### config.mk
export PLATFORM = sky130hd
export DESIGN_NAME = adc78h90_responder
export DESIGN_NICKNAME = d
export VERILOG_FILES = /design/src/rtl/adc78h90_responder.sv
export SDC_FILE = /design/constraint.sdc
export NUM_CORES = 1
export LEC_CHECK = 0
export CORE_MARGIN = 3
export CORE_UTILIZATION = 46
export DETAILED_ROUTE_END_ITERATION = 12
export PLACE_DENSITY = 0.76
export SKIP_CTS_REPAIR_TIMING = 1
export SKIP_LAST_GASP = 1
export SYNTH_ARGS = -nofsm -noshare
export SYNTH_HDL_FRONTEND = slang
export SYNTH_SLANG_ARGS = --single-unit
### constraint.sdc
create_clock -name clk -period 2.6 [get_ports clk]
set_input_delay 0.52 -clock clk [delete_from_list [all_inputs] [get_ports clk]]
set_output_delay 0.52 -clock clk [all_outputs]
set_load 0.03 [all_outputs]
### src/rtl/adc78h90_responder.sv
// ADC78H90 SPI responder: returns a snapshot of an 8x12-bit sample bank and decodes the channel address.
// Optional: define ADC78H90_RESP_TRISTATE_EN to float miso_o while idle.
module adc78h90_responder #(
    parameter logic [2:0] RESET_CH = 3'd0
) (
    input  logic        clk,
    input  logic        rst,
    input  logic        sclk_i,
    input  logic        cs_n_i,
    input  logic        mosi_i,
    output logic        miso_o,
    input  logic [95:0] adc_data,
    output logic [2:0]  addr_o,
    output logic        done_o,
    output logic        abort_o
);

    typedef enum logic [1:0] {StIdle, StShift, StDoneWait} state_e;

    state_e      state_q;
    logic [2:0]  sclk_q;
    logic [2:0]  cs_n_q;
    logic [1:0]  mosi_q;
    logic [15:0] shift_q;
    logic [14:0] din_q;      // bit 15 of the received word is never read
    logic [4:0]  rise_cnt_q;
    logic [3:0]  fall_cnt_q;
    logic [2:0]  addr_q;
    logic        done_q;
    logic        abort_q;

    logic        sclk_rise;
    logic        sclk_fall;
    logic        cs_rise;
    logic        cs_fall;
    logic [15:0] din_d;
    logic [15:0] shift_d;

    // Stage 1 and 2 synchronize; stage 2 against stage 3 forms the edge.
    assign sclk_rise = sclk_q[1] & ~sclk_q[2];
    assign sclk_fall = ~sclk_q[1] & sclk_q[2];
    assign cs_rise   = cs_n_q[1] & ~cs_n_q[2];
    assign cs_fall   = ~cs_n_q[1] & cs_n_q[2];
    assign din_d     = {din_q, mosi_q[1]};
    assign shift_d   = {shift_q[14:0], 1'b0};

    always_ff @(posedge clk or posedge rst) begin
        if (rst) begin
            state_q    <= StIdle;
            sclk_q     <= 3'b111;
            cs_n_q     <= 3'b111;
            mosi_q     <= 2'b00;
            shift_q    <= 16'h0000;
            din_q      <= 15'h0000;
            rise_cnt_q <= 5'd0;
            fall_cnt_q <= 4'd0;
            addr_q     <= RESET_CH;
            done_q     <= 1'b0;
            abort_q    <= 1'b0;
        end else begin
            sclk_q  <= {sclk_q[1:0], sclk_i};
            cs_n_q  <= {cs_n_q[1:0], cs_n_i};
            mosi_q  <= {mosi_q[0], mosi_i};
            done_q  <= 1'b0;
            abort_q <= 1'b0;
            unique case (state_q)
                StIdle: begin
                    if (cs_fall) begin
                        state_q    <= StShift;
                        shift_q    <= {4'b0000, adc_data[12*addr_q +: 12]};
                        din_q      <= 15'h0000;
                        rise_cnt_q <= 5'd0;
                        fall_cnt_q <= 4'd0;
                    end
                end
                StShift: begin
                    // CS wins over any SCLK edge seen in the same cycle.
                    if (cs_rise) begin
                        state_q <= StIdle;
                        abort_q <= 1'b1;
                        shift_q <= 16'h0000;
                    end else begin
                        if (sclk_fall && fall_cnt_q < 4'd15) begin
                            shift_q    <= shift_d;
                            fall_cnt_q <= fall_cnt_q + 4'd1;
                        end
                        if (sclk_rise && rise_cnt_q < 5'd16) begin
                            din_q      <= din_d[14:0];
                            rise_cnt_q <= rise_cnt_q + 5'd1;
                            if (rise_cnt_q == 5'd15) begin
                                state_q <= StDoneWait;
                                addr_q  <= din_d[13:11];
                                done_q  <= 1'b1;
                            end
                        end
                    end
                end
                StDoneWait: begin
                    if (cs_rise) begin
                        state_q <= StIdle;
                        shift_q <= 16'h0000;
                    end
                end
                default: state_q <= StIdle;
            endcase
        end
    end

`ifdef ADC78H90_RESP_TRISTATE_EN
    assign miso_o = (state_q == StIdle) ? 1'bz : shift_q[15];
`else
    assign miso_o = shift_q[15];
`endif
    assign addr_o  = addr_q;
    assign done_o  = done_q;
    assign abort_o = abort_q;

endmodule

==> results of run 1 <==
==> final cells by class <==
type                            instances  area [um^2]
Multi-Input combinational cell        153         1697
Sequential cell                        53         1334
Clock inverter                          3        26.28
Inverter                               14        52.55
Fill cell                             502         2127
Timing Repair Buffer                  114         1146
Clock buffer                            5        68.82
Tap cell                               93        116.4
==> per-stage QoR <==
stage	std cells	util, %	hold slack, ps	total power, mW
CTS	435	67.61	360.2	2.611
floorplan	236	-	331.2	1.871
finish	435	67.61	355.7	2.583
global route	435	67.61	368.8	2.751
detailed placement	427	66.16	335.8	2.133
global placement	427	66.16	332.4	2.098
==> sequential cells by signal, summed over array words and instances (netlist names) <==
register / count
shift_q: 16
din_q: 13
rise_cnt_q: 5
fall_cnt_q: 4
addr_o: 3
cs_n_q: 3
sclk_q: 3
mosi_q: 2
state_q: 2
abort_o: 1
done_o: 1
==> cell usage in the layout, fill, tap and decap left out, drive strengths merged <==
master         instances
clkdlybuf4s50        106
dfrtp                 47
mux4                  24
mux2i                 20
mux2                  19
inv                   15
a22o                  13
o2bb2ai               12
nand2                 11
nor2                   9
buf                    8
ha                     7
dfstp                  6
and3                   5
clkbuf                 5
o22ai                  3
and2                   3
nand2b                 3
a21oi                  3
o21ai                  3
nor2b                  2
o21a                   2
clkinvlp               2
or3b                   2
a211oi                 2
or2b                   1
nand3                  1
o221a                  1
nor4b                  1
and4                   1
a2111oi                1
nand3b                 1
o2111ai                1
and4bb                 1
a211o                  1
==> critical path, cell delays in order, from the launching register on <==
cell	delay [ps]
dfstp_2	570
or2b_4	280
nor2_2	150
o221a_1	800
buf_4	270
mux2i_1	180
==> routing by layer <==
metal  share of wire (%)  GRT usage [%]  routed length (um)
met5                   0              0                   0
met1                  42          27.13                3372
met2                  53          32.05                4205
met3                 3.3          3.285                 266
met4                 1.9          4.195                 153
==> path summary, 6_finish.rpt <==
| check | endpoint | slack, ps |
|---|---|---|
| setup reg to reg | shift_q[14] | 270 |
| hold / removal | mosi_q[1] | 360 |
| max in group asynchronous | shift_q[0] | 1510 |
| setup / recovery | shift_q[14] | 270 |
| hold reg to reg | mosi_q[1] | 360 |
| min in group asynchronous | mosi_q[0] | 550 |
==> kinds of logic after synthesis <==
logic type / Yosys count / synth area share [%]
AND/OR/NAND/NOR: 41 / 7.584
multiplexers: 63 / 31.31
buffers and inverters: 30 / 5.795
flip-flops: 53 / 41.46
AO/OA/AOI/OAI: 42 / 11.12
adder cells (fa/ha/maj): 7 / 2.723
==> power by group through the flow <==
stage | Clock [mW] | Sequential (mW) | Combinational (mW)
4_1_cts | 0.490 | 1.09 | 1.03
6_report | 0.470 | 1.09 | 1.02
2_1_floorplan | 0 | 1.08 | 0.791
5_1_grt | 0.531 | 1.11 | 1.11
3_3_place_gp | 0 | 1.10 | 0.999
3_5_place_dp | 0 | 1.10 | 1.03
==> flow_summary.ini, run 1 <==
[run_status]
status = completed

[synth]
synth_seq_cells = 53
synth_most_common_cell = dfrtp_1
synth_edf_count = 0
synth_flop_cell = dfrtp_1
synthDistinctLibCells = 46
synth-async-reset-ratio_pct = 100.0
synthCells = 236
ys_seq_area_share_pct = 41.46
syn-num-nets = 344
avgSynthCellArea_um2 = 13.63
synth_area_leaders = dfrtp_1 (37%), mux4_2 (15%), mux2i_1 (6.2%), mux2_4 (5.6%), dfstp_2 (4.9%)
yosysWarnings = 0
synth_common_cells = dfrtp_1 (47), mux4_2 (22), mux2i_1 (20)
synth_top_cell_area_share_pct = 36.56
syn_area_mm2 = 0.003217
synth.largest_area_cell = dfrtp_1

[drt]
vias = 2333
vias_per_cell = 5.363
firstDrtPassIters = 4
first_iter_violations = 81
drt-total-wl_mm = 7.998
drtAntennaViolNets = 0
wl_per_cell_um = 18.39
drc_errors = 0

[critical_path]
end_kind = register
worstSetupPathType = reg -> reg
reg2regPathDepth = 5
cp_data_arrival_time_ps = 2560
startpoint_type = register
startpoint = cs_n_q[2]
crit_required_ps = 2830
cp_max_fo = 14
r2r-start = cs_n_q[2]

[clock_tree]
clk_latency_ps = 300
clkTransAtPathRegs_ps = 100
clk_path_buf_depth = 2
cts_tree = yes
numCtsBuffers = 5
h-tree-depth = 2
clock_sinks = 53
cts-root-buf = clkbuf_8

[sta]
fmax_mhz = 429.0
skew_ps = 7.442
period_minus_slack_ps = 2331
post-route-period-util_pct = 89.65
rsz0062_at_grt = false
tightest_slew_ps = 889.9
fin_ws_ps = 269.1
fin_tns_setup_ps = 0
hold_viol = 0
drv_slew = 0
maxSlewHeadroom_pct = 40.67
setup_viol = 0

[pwr]
p_sw_share_pct = 31.64
p_switching_uw = 817.2
p_clk_share_pct = 18.2
power_density_mw_per_mm2 = 581.7
power_frac_comb_pct = 39.6
seqPwrFrac_pct = 42.2
irDropWorstVdd_mv = 0.4696
p_leak_nw = 1.802
intPower_mw = 1.766

[worst_hold_path]
hp-start = mosi_q[0]
min_path_cells = 0
worstHoldPathType = reg -> reg

[finish]
final_nets = 449
drive_gt1_share_pct = 20.18
n_antenna_cell = 0
syn_to_final_growth_pct = 38.04
final_area_mm2 = 0.004441

[run]
maxCapViolations = 0

[floorplanning]
die_area_mm2 = 0.008033
ios = 107
core_mm2 = 0.006568
die_w_um = 89.63
die_h_um = 89.63
initial_core_util_pct = 48.98
rows = 29

[global_routing]
antenna_found_initial = 0
grt_usage_pct = 19.42
grt-ovfl-total = 0
grt_pass1_vias = 2396
grt_max_degree = 32
grt_pass1_wl_mm = 11.96

[placement]
place_ws_ps = 288.0
io_buffers = 106
dpl.hpwl_mm = 6.455
place_area_mm2 = 0.004345
place.gp.congestion = 0.8228
Power figures use the tool's default switching activity.
==> run 2: changes to the inputs <==
- CORE_MARGIN: 3 -> 4
- CORE_UTILIZATION: 46 -> 50
- DONT_BUFFER_PORTS: not set -> 1
- PLACE_DENSITY: 0.76 -> 0.61
==> run 2 against run 1 <==
First-iteration DRC count down 27%. Routed wire length down 15%. Final area down 24%. Non-clock buffer count down 107. Sequential share of layout area up 9.7 points. Flip-flop and latch count unchanged. Critical path depth up 1. Clock skew about the same. Critical path type unchanged.
==> flow_summary.ini, run 2 (same netlist as run 1, synthesis figures left out) <==
[run_status]
status = completed

[finish]
post-route-util_pct = 55.17
layout_commonest_cell = dfrtp_1
largest-register = shift_q
reg_top3 = shift_q (16), din_q (13), rise_cnt_q (5)
n_fill_cell = 535
syn_to_final_growth_pct = 4.551
largest_reg_flops = 16
final_cell_mix = dfrtp_1 (46), mux4_2 (22), mux2i_1 (20), a22o_1 (13)
drive_gt1_share_pct = 29.36
final_nets = 342
n_antenna_cell = 0

[sta]
period_minus_slack_ps = 2371
hold_viol = 0
post-route-period-util_pct = 91.20
fmax_mhz = 421.7
setup_viol = 0
drv_slew = 0
hold_ws_ps = 133.3
tightest_slew_ps = 928.6
maxSlewHeadroom_pct = 38.09
skew_ps = 7.618
fin_tns_setup_ps = 0
rsz0062_at_grt = false
fin_ws_ps = 228.9

[floorplanning]
ios = 107
die_h_um = 88.21
initial_core_util_pct = 52.77
core_mm2 = 0.006096
die_area_mm2 = 0.007781
rows = 28
die_w_um = 88.21

[clock_tree]
cts-root-buf = clkbuf_8
numCtsBuffers = 5
clkTransAtPathRegs_ps = 100
clock_sinks = 53
cts_tree = yes
clk_path_buf_depth = 2
h-tree-depth = 2
clk_latency_ps = 310

[pwr]
irDropWorstVdd_mv = 0.4443
power_density_mw_per_mm2 = 765.2
total_power_mw = 2.574
p_leak_nw = 1.395

[drt]
wl_per_cell_um = 21.88
drc_errors = 0
drt-total-wl_mm = 6.784
vias_per_cell = 6.497
first_iter_violations = 59
firstDrtPassIters = 4
drtAntennaViolNets = 0
vias = 2014

[critical_path]
critical_path.cell_chain = ha_1 -> and3_1 -> nor2_1 -> o221a_1 -> buf_4 -> mux2i_1
end_kind = register
startpoint = fall_cnt_q[0]
cp_data_arrival_time_ps = 2600
startpoint_type = register
r2r-start = fall_cnt_q[0]
critical_path.max_stage_delay_ps = 810
reg2regPathDepth = 6
worstSetupPathType = reg -> reg
r2r_end = shift_q[14]
cpLargestDelayFamily = compound AO/OA/AOI/OAI gates
path_buf_inv = 1
cp_max_fo = 14
slowest_stage = o221a_1
crit_required_ps = 2830
cp.depth = 6
crit_path_end = shift_q[14]
worst-r2r-setup-slack_ps = 230

[global_routing]
grt_pass1_wl_mm = 10.65
grt-ovfl-total = 0
grt_pass1_vias = 2243
antenna_found_initial = 0
grt_max_degree = 30
grt_usage_pct = 17.74

[worst_hold_path]
worstHoldPathType = in -> async

[run]
maxCapViolations = 0

[placement]
place.gp.congestion = 0.7872
place_ws_ps = 228.4
dpl.hpwl_mm = 5.276
io_buffers = 0
-- run 2: changes by cell type in the layout (fill, tap and decap cells not counted), sizes merged --
cell | before | now
buf | 8 | 7
clkinvlp | 2 | 1
inv | 15 | 14
clkdlybuf4s50 | 106 | 0
clkbuf | 5 | 6
bufinv | 0 | 1
-- run 2: layer usage --
metal  part of all wire, %  up-vias  routed length, um  GRT usage, %
li1                      -      894                  -             -
met1                    42     1010               2837         23.63
met2                    50       98               3378         28.08
met3                   7.1       12                484         4.935
met4                   1.2        0                 84         6.181
met5                     0        -                  0             0
-- run 2: cell type report --
cell class	instances	area, um^2	share of cell area [%]
timing repair buffer	7	65.06	1.935
clock inverter	2	37.54	1.116
sequential	53	1335	39.69
tap	75	93.84	2.790
multi-input combinational	153	1697	50.45
clock buffer	6	82.58	2.455
inverter	14	52.55	1.562
-- run 2: worst min-delay path by stage --
stage | start | end | slack, ps | depth (start not counted)
final | rst | din_q[9] | 130 | 1
after global routing | rst | din_q[8] | 170 | 1
after CTS | rst | addr_o[0] | 150 | 1
after detailed placement | sclk_q[0] | sclk_q[1] | 350 | 0
after global placement | mosi_q[0] | mosi_q[1] | 330 | 0
after floorplan | mosi_q[0] | mosi_q[1] | 330 | 0
-- run 2: power by group --
part | internal [mW] | switching, mW
Sequential | 0.986 | 0.116
Combinational | 0.450 | 0.428
Clock | 0.313 | 0.280
-- run 2: through the flow --
step | std cells | instance area [um^2]
final | 310 | 3363
after global routing | 310 | 3363
after CTS | 310 | 3363
after detailed placement | 302 | 3243
after global placement | 302 | 3243
after floorplan | 236 | 3217
-- run 2: worst register-to-register path: stages, from the launching register on --
cell	delay, ps
dfrtp_1	430
ha_1	250
and3_1	200
nor2_1	140
o221a_1	810
buf_4	280
mux2i_1	190
==> run 3: changes to the inputs <==
- ABC_CLOCK_PERIOD_IN_PS: not set -> 2600
- CTS_CLUSTER_DIAMETER: not set -> 120
==> results of run 3 <==
Final layout, timing and power as in run 2 (identical DEF).
